`src/rtl/sdrc_pkg.sv`:
```
// Shared SDRAM-controller definitions: transfer state encoding and default widths.
package sdrc_pkg;

  localparam int unsigned CNT_W_DEF = 12;

  typedef enum logic [1:0] {
    ST_IDLE   = 2'd0,
    ST_ACTIVE = 2'd1,
    ST_LAST   = 2'd2
  } xfr_state_e;

endpackage

```
`src/rtl/sdrc_xfr_dec.sv`:
```
// Combinational W-bit decrement-by-one used for the remaining-beat count.
module sdrc_xfr_dec #(
  parameter int unsigned W = 12
) (
  input  logic [W-1:0] din,
  output logic [W-1:0] dout_c
);

  assign dout_c = din - W'(1);

endmodule

```
`src/rtl/sdrc_xfr_dcnt.sv`:
```
// Transfer beat counter: tracks remaining beats and column address of a burst,
// with load/ack, done and abort pulses.
module sdrc_xfr_dcnt
  import sdrc_pkg::*;
#(
  parameter int unsigned CNT_W = CNT_W_DEF
) (
  input  logic             clk,
  input  logic             reset_n,
  input  logic             xfr_ld,
  input  logic [CNT_W-1:0] xfr_len,
  input  logic [CNT_W-1:0] xfr_col,
  input  logic             xfr_beat,
  input  logic             xfr_abort,
  output logic             xfr_ld_ack,
  output logic             xfr_busy,
  output logic [CNT_W-1:0] xfr_rem,
  output logic [CNT_W-1:0] xfr_addr,
  output logic             xfr_last,
  output logic             xfr_done,
  output logic             xfr_aborted
);

  xfr_state_e       state_q, state_d;
  logic [CNT_W-1:0] rem_q, rem_d;
  logic [CNT_W-1:0] addr_q, addr_d;
  logic             ack_q, ack_d;
  logic             done_q, done_d;
  logic             abt_q, abt_d;
  logic [CNT_W-1:0] rem_dec_c;

  sdrc_xfr_dec #(.W(CNT_W)) u_dec (
    .din    (rem_q),
    .dout_c (rem_dec_c)
  );

  // Next-state and pulse generation; abort outranks a same-cycle beat.
  always_comb begin
    state_d = state_q;
    rem_d   = rem_q;
    addr_d  = addr_q;
    ack_d   = 1'b0;
    done_d  = 1'b0;
    abt_d   = 1'b0;
    case (state_q)
      ST_IDLE: begin
        if (xfr_ld) begin
          ack_d = 1'b1;
          if (xfr_len == '0) begin
            done_d = 1'b1;
          end else begin
            rem_d   = xfr_len;
            addr_d  = xfr_col;
            state_d = (xfr_len == CNT_W'(1)) ? ST_LAST : ST_ACTIVE;
          end
        end
      end
      ST_ACTIVE: begin
        if (xfr_abort) begin
          rem_d   = '0;
          abt_d   = 1'b1;
          state_d = ST_IDLE;
        end else if (xfr_beat) begin
          rem_d  = rem_dec_c;
          addr_d = addr_q + CNT_W'(1);
          if (rem_dec_c == CNT_W'(1)) state_d = ST_LAST;
        end
      end
      ST_LAST: begin
        if (xfr_abort) begin
          rem_d   = '0;
          abt_d   = 1'b1;
          state_d = ST_IDLE;
        end else if (xfr_beat) begin
          rem_d   = '0;
          done_d  = 1'b1;
          state_d = ST_IDLE;
        end
      end
      default: state_d = ST_IDLE;
    endcase
  end

  always_ff @(posedge clk or negedge reset_n) begin
    if (!reset_n) begin
      state_q <= ST_IDLE;
      rem_q   <= '0;
      addr_q  <= '0;
      ack_q   <= 1'b0;
      done_q  <= 1'b0;
      abt_q   <= 1'b0;
    end else begin
      state_q <= state_d;
      rem_q   <= rem_d;
      addr_q  <= addr_d;
      ack_q   <= ack_d;
      done_q  <= done_d;
      abt_q   <= abt_d;
    end
  end

  assign xfr_ld_ack  = ack_q;
  assign xfr_done    = done_q;
  assign xfr_aborted = abt_q;
  assign xfr_rem     = rem_q;
  assign xfr_addr    = addr_q;
  assign xfr_last    = (state_q == ST_LAST);
  assign xfr_busy    = (state_q == ST_ACTIVE) || (state_q == ST_LAST);

endmodule

```
`config.mk`:
```
export PLATFORM = sky130hd
export DESIGN_NAME = sdrc_xfr_dcnt
export DESIGN_NICKNAME = d
export VERILOG_FILES = /design/src/rtl/sdrc_pkg.sv /design/src/rtl/sdrc_xfr_dec.sv /design/src/rtl/sdrc_xfr_dcnt.sv
export SDC_FILE = /design/constraint.sdc
export NUM_CORES = 1
export LEC_CHECK = 0
export CORE_AREA = 4 4 78 95
export CTS_BUF_LIST = sky130_fd_sc_hd__clkbuf_4 sky130_fd_sc_hd__clkbuf_8
export CTS_CLUSTER_SIZE = 16
export DETAILED_ROUTE_END_ITERATION = 8
export DIE_AREA = 0 0 82 99
export SLEW_MARGIN = 20
export SYNTH_ARGS = -nofsm -noshare
export SYNTH_HDL_FRONTEND = slang
export SYNTH_SLANG_ARGS = --single-unit
```
`constraint.sdc`:
```
create_clock -name clk -period 1.9 [get_ports clk]
set_clock_uncertainty 0.05 [all_clocks]
set_input_delay 0.38 -clock clk [delete_from_list [all_inputs] [get_ports clk]]
set_output_delay 0.38 -clock clk [all_outputs]
set_load 0.005 [all_outputs]
```
# After elaboration in Yosys (flattened, before gate mapping)
# Index checks and enable logic that the tools add are counted.
dict set report word_totals {
  in_bits 29
  elab_cells 58
  out_inout_bits 29
  reg_bits 29
}
dict set report op_classes {
  muxes 30
  n_eq_ne 11
  reduce_logical 9
  addsub 2
}
# cell count
set op_table {}
lappend op_table {{2-to-1 mux 12 bit} 10}
lappend op_table {{case mux 12 bit (3 select lines)} 1}
lappend op_table {{== test 12 x 1 -> 1 bit (second input constant)} 2}
lappend op_table {{case mux 12 bit (2 select lines)} 1}
lappend op_table {{2-to-1 mux 2 bit} 8}
lappend op_table {{AND reduction 5 bit} 3}
lappend op_table {{adder 12 x 1 -> 12 bit (second input constant)} 1}
lappend op_table {{zero test 12 bit} 1}
lappend op_table {{subtractor 12 x 1 -> 12 bit (second input constant)} 1}
lappend op_table {{!= test 3 bit (second input constant)} 3}
lappend op_table {{2-to-1 mux 1 bit} 8}
lappend op_table {{!= test 2 bit (second input constant)} 4}
lappend op_table {{case mux 2 bit (3 select lines)} 1}
lappend op_table {{nonzero test 3 bit} 1}
lappend op_table {{== test 2 x 1 -> 1 bit (second input constant)} 1}
lappend op_table {{== test 2 bit (second input constant)} 1}
lappend op_table {{zero test 2 bit} 1}
lappend op_table {{case mux 1 bit (2 select lines)} 1}
lappend op_table {{nonzero test 2 bit} 1}
lappend op_table {{OR reduction 2 bit} 1}
lappend op_table {{logical OR 1 bit} 1}

# Logic depth before layout (Yosys ltp)
dict set report depth {
  ltp_word 6
  ltp_mapped 10
  mapped_depth_nobuf 8
}

# Cells and area by module
# Synthesis repeated with hierarchy kept, for this count alone.
dict set report unflattened {
  cells_unflattened 225
  area_unflattened_um2 1968.1
}
# module n_inst cells_per_inst area_per_inst_um2 seq_area_each_um2
set by_module_without_submodules {}
lappend by_module_without_submodules {sdrc_xfr_dcnt 1 196 1745.4 725.7}
lappend by_module_without_submodules {sdrc_xfr_dec 1 29 222.7 0.0}

# Least setup slack after synthesis
# No wires, ideal clock.
dict set report synth_path {
  kind {register -> register}
  startpoint {reg rem_q[0] (netlist: xfr_rem[0])}
  endpoint {reg state_q[0]}
  synth_period_minus_slack_ns 2.044
  t_arrival_ns 1.873
  t_required_ns 1.729
  setup_slack_ns -0.144
  stages_incl_launch_ff 9
  n_path_buf 0
  setup_time_ns 0.121
  cell_sequence {dfrtp_1 > inv_1 > ha_1 > nor2b_1 > o21ai_0 > a221oi_1 > o41ai_2 > nand2_1 > a22o_1}
}
dict set report synth_between {
  elab_chain_cells 4
}
# item line
set synth_lines {}
lappend synth_lines {{start, declared} sdrc_xfr_dcnt.sv:25} ;# logic [CNT_W-1:0] rem_q, rem_d;
lappend synth_lines {{start signal, assigned} sdrc_xfr_dcnt.sv:94} ;# rem_q <= rem_d;
lappend synth_lines {{subtractor 12 x 1 -> 12 bit} sdrc_xfr_dec.sv:9} ;# assign dout_c = din - W'(1);
lappend synth_lines {{== test 12 x 1 -> 1 bit} sdrc_xfr_dcnt.sv:66} ;# if (rem_dec_c == CNT_W'(1)) state_d = ST_LAST;
lappend synth_lines {{!= test 3 bit (no line)} n/a}
lappend synth_lines {{AND reduction 5 bit (no line)} n/a}
lappend synth_lines {{end signal, assigned} sdrc_xfr_dcnt.sv:93} ;# state_q <= state_d;
lappend synth_lines {{end, declared} sdrc_xfr_dcnt.sv:24} ;# xfr_state_e state_q, state_d;
# Every way passes these cells.
# A chain may end at the register's enable or synchronous reset.

# Worst setup path after layout
# Ends and elaborated chain as after synthesis.

==> results.md <==
* Status: finished with violations
* Failing checks: setup timing
* Post-Synth Simple-Gate Area at 0.2356
* Clock buffer count from CTS at 5
* Area contributors post-synth: dfrtp_1 38%, o21ai_0 7.1%, nor2_1 5.9%, a21oi_1 5.2%, ha_1 3.9%
* CTS Root Cell: clkbuf_8
* Most frequent cells after synthesis: 30 x nor2_1, 29 x dfrtp_1, 27 x o21ai_0, 20 x a21oi_1, 11 x and3_1
* Area growth, synth to finish at 93.04%
* Netlist Area Pre-Place at 1907 sq um
* Synth Area in XOR/XNOR at 0.009186
* Avg Cell Area, Syn at 8.475 sq um
* EDFF count, synth at 0
* Final Cell Area at 3681 sq um
* Sequential share of the synthesized area at 0.3806
* Number of synthesized register bits at 29
* DR WL/cell at 16.88 um
* CP Launch Type: flip-flop
* Tcrit/Tclk final at 1.111
* # diodes at 0
* Largest net degree at the start of global routing at 30
* Fmax at 0.4738 GHz
* Nets at 388
* Final setup viols at 14
* CP Max Fanout at 4
* Routed vias/inst at 5.298
* Total grt overflow at 0
* Synth top area share at 0.3806
* Vias after detailed routing at 2326
* Core Area at 6406 sq um
* Die H at 99 um
* Mux contribution to synthesized area at 0.02100
* Adder and majority cell fraction of the synthesized area at 0.03937
* First DRT Iteration DRCs at 71
* Placed Cells at 415
* Mapped Cells at 225
* Yosys top cell by area: dfrtp_1
* Antenna violations before repair at 0
* H-tree Lvls at 2
* Distinct cell type count after synthesis at 43
* Crit path kind: reg2reg
* Yosys Warn Count at 0
* Peak VDD IR at 0.7710 mV
* Die Width at 82 um
* Row Count at 32
* Max Slew Vio Count at 0
* Total track usage at 0.1734
* Slew headroom at 0.6811
* Worst Hold Class: in2reg
* Placer Congestion at 0.8468
* Worst endpoint required time at 2.02 ns
* Die ar. at 8118 sq um
* Vias in the first global route at 2291
* Pwr dens at 1862 nW/um^2
* RSZ-0062 raised after global routing: true
* CP arrival at 2.23 ns
* CP Capture Type: flip-flop
* Count leader, synth: nor2_1
* Worst skew pair latency at 0.29 ns
* Final Hold Fails at 0
* Max Cap Viol at 0
* Routed Wire Length at 7.409 mm
* Clock slew at reported path FFs at 0.07 ns
* Least-Margin Pin Slew at 0.4740 ns
* Ys flop type: dfrtp_1
* Hold-fix buffers, CTS at 0
* Pre-Repair DR Iteration Count at 4
* Min cycle time layout at 2.111 ns
* Largest family of logic cells by synthesized area: compound AO/OA/AOI/OAI gates
* Detailed placement HPWL at 4.627 mm
* Post-DRT Antenna Nets at 0
* Area after DPL at 2999 sq um
* Share of cells above drive strength 1 at 0.4463
* Port Buffers at 57
* Clock tree from TritonCTS: built
* Net Count, Synth at 260
* Synth Area in Compound Gates at 0.2664
* Residual DRC at 0
* Clock Sinks at 29
* Deepest clock path buffer count at 2
* Num ports at 58
* Final Non-Filler Cells at 439
* Initial core utilization at 0.2977
* First-pass GRT wire length at 10.96 mm
* Post-route setup slack at -0.2105 ns
* Leakage Power at 1.552 nW
* Async SR Flop Fraction at 1.000
## layer usage
metal  vias to the layer above  GRT usage  wire length [um]  part of all wire
li1                       1098          -                 -                 -
met4                         0    0.08312               301             0.041
met3                        24    0.03382               446             0.060
met2                        98     0.2838              3747              0.51
met1                      1106     0.2138              2913              0.39
met5                         -          0                 0                 0
## repair_timing
action / 4_1_cts / 5_1_grt
gates cloned: 2 / 3
setup buffers: 9 / 4
endpoints found under the setup margin: 28 / 27
pin swaps: 13 / 31
resized for setup: 65 / 86
## stage by stage
stage          setup TNS (ns)    util  hold WS, ns  worst slack [ns]  total power, W
6_report              -0.6603  0.5746       0.3152           -0.2105        0.006854
5_1_grt                -1.726  0.5746       0.3334           -0.2490        0.007264
4_1_cts               -0.3520  0.5186       0.3825           -0.1935        0.005975
3_5_place_dp           -13.67  0.4682       0.5117           -0.6773        0.004753
3_3_place_gp           -13.75  0.4682       0.5233           -0.6690        0.004692
2_1_floorplan         -0.6846       -      0.03441           -0.1137        0.002927
## placed cells by master, fill, tap and decap left out, drive strengths merged, types with 3 or more instances in the layout
cell type / n
nand4: 3
ha: 6
clkbuf: 11
nor4: 4
nor2: 30
dlygate4sd2: 3
mux2i: 4
nand2: 7
clkdlybuf4s50: 43
nor3: 10
o22ai: 6
inv: 9
a22oi: 4
buf: 76
nor2b: 4
and3: 11
o21ai: 32
a21oi: 22
clkdlybuf4s15: 4
nand3: 6
dfrtp: 29
o221a: 5
## state kept, by name, indices dropped and copies added, names as in the netlist
name / flops
xfr_ld_ack: 1
xfr_done: 1
xfr_rem: 12
xfr_aborted: 1
state_q: 2
xfr_addr: 12
## cells by family after synthesis
kind of cell,Yosys count
xor+xnor,2
fa+ha+maj,6
simple gates,85
mux,4
compound gates,80
buf+inv,19
flops,29
## critical path: stages, from the launching register on
cell and delay, ns:
dfrtp_1 0.42, or4b_4 0.55, o31ai_4 0.08, a22oi_2 0.13, o41ai_4 0.40, nand2_1 0.11, a22o_1 0.24
## final cells by class
cell class	count	area, sq um
flip-flops and latches	29	726.9
inverters	9	33.78
multi-input cells	178	1491
fillers	570	2725
well taps	85	106.4
clock buffers	7	96.34
repair buffers	130	1221
clock inverters	1	5.005
## final timing paths
path / start / endpoint / slack (ns) / cells past startpoint
max reg2reg: xfr_rem[0] / state_q[0] / -0.21 / 6
min reg2reg: xfr_rem[9] / xfr_rem[9] / 0.53 / 2
max: xfr_rem[0] / state_q[0] / -0.21 / 6
max in group asynchronous: reset_n / xfr_rem[6] / 1.04 / 2
min: xfr_len[1] / xfr_rem[1] / 0.32 / 3
min in group asynchronous: reset_n / xfr_addr[4] / 0.45 / 2
## power breakdown
group          switching, W  total [W]  internal [W]
Sequential         0.000381    0.00130      0.000918
Clock              0.000253   0.000580      0.000327
Combinational       0.00228    0.00497       0.00269
Total               0.00292    0.00685       0.00394
Note: power is estimated with default switching activity, not from simulation.
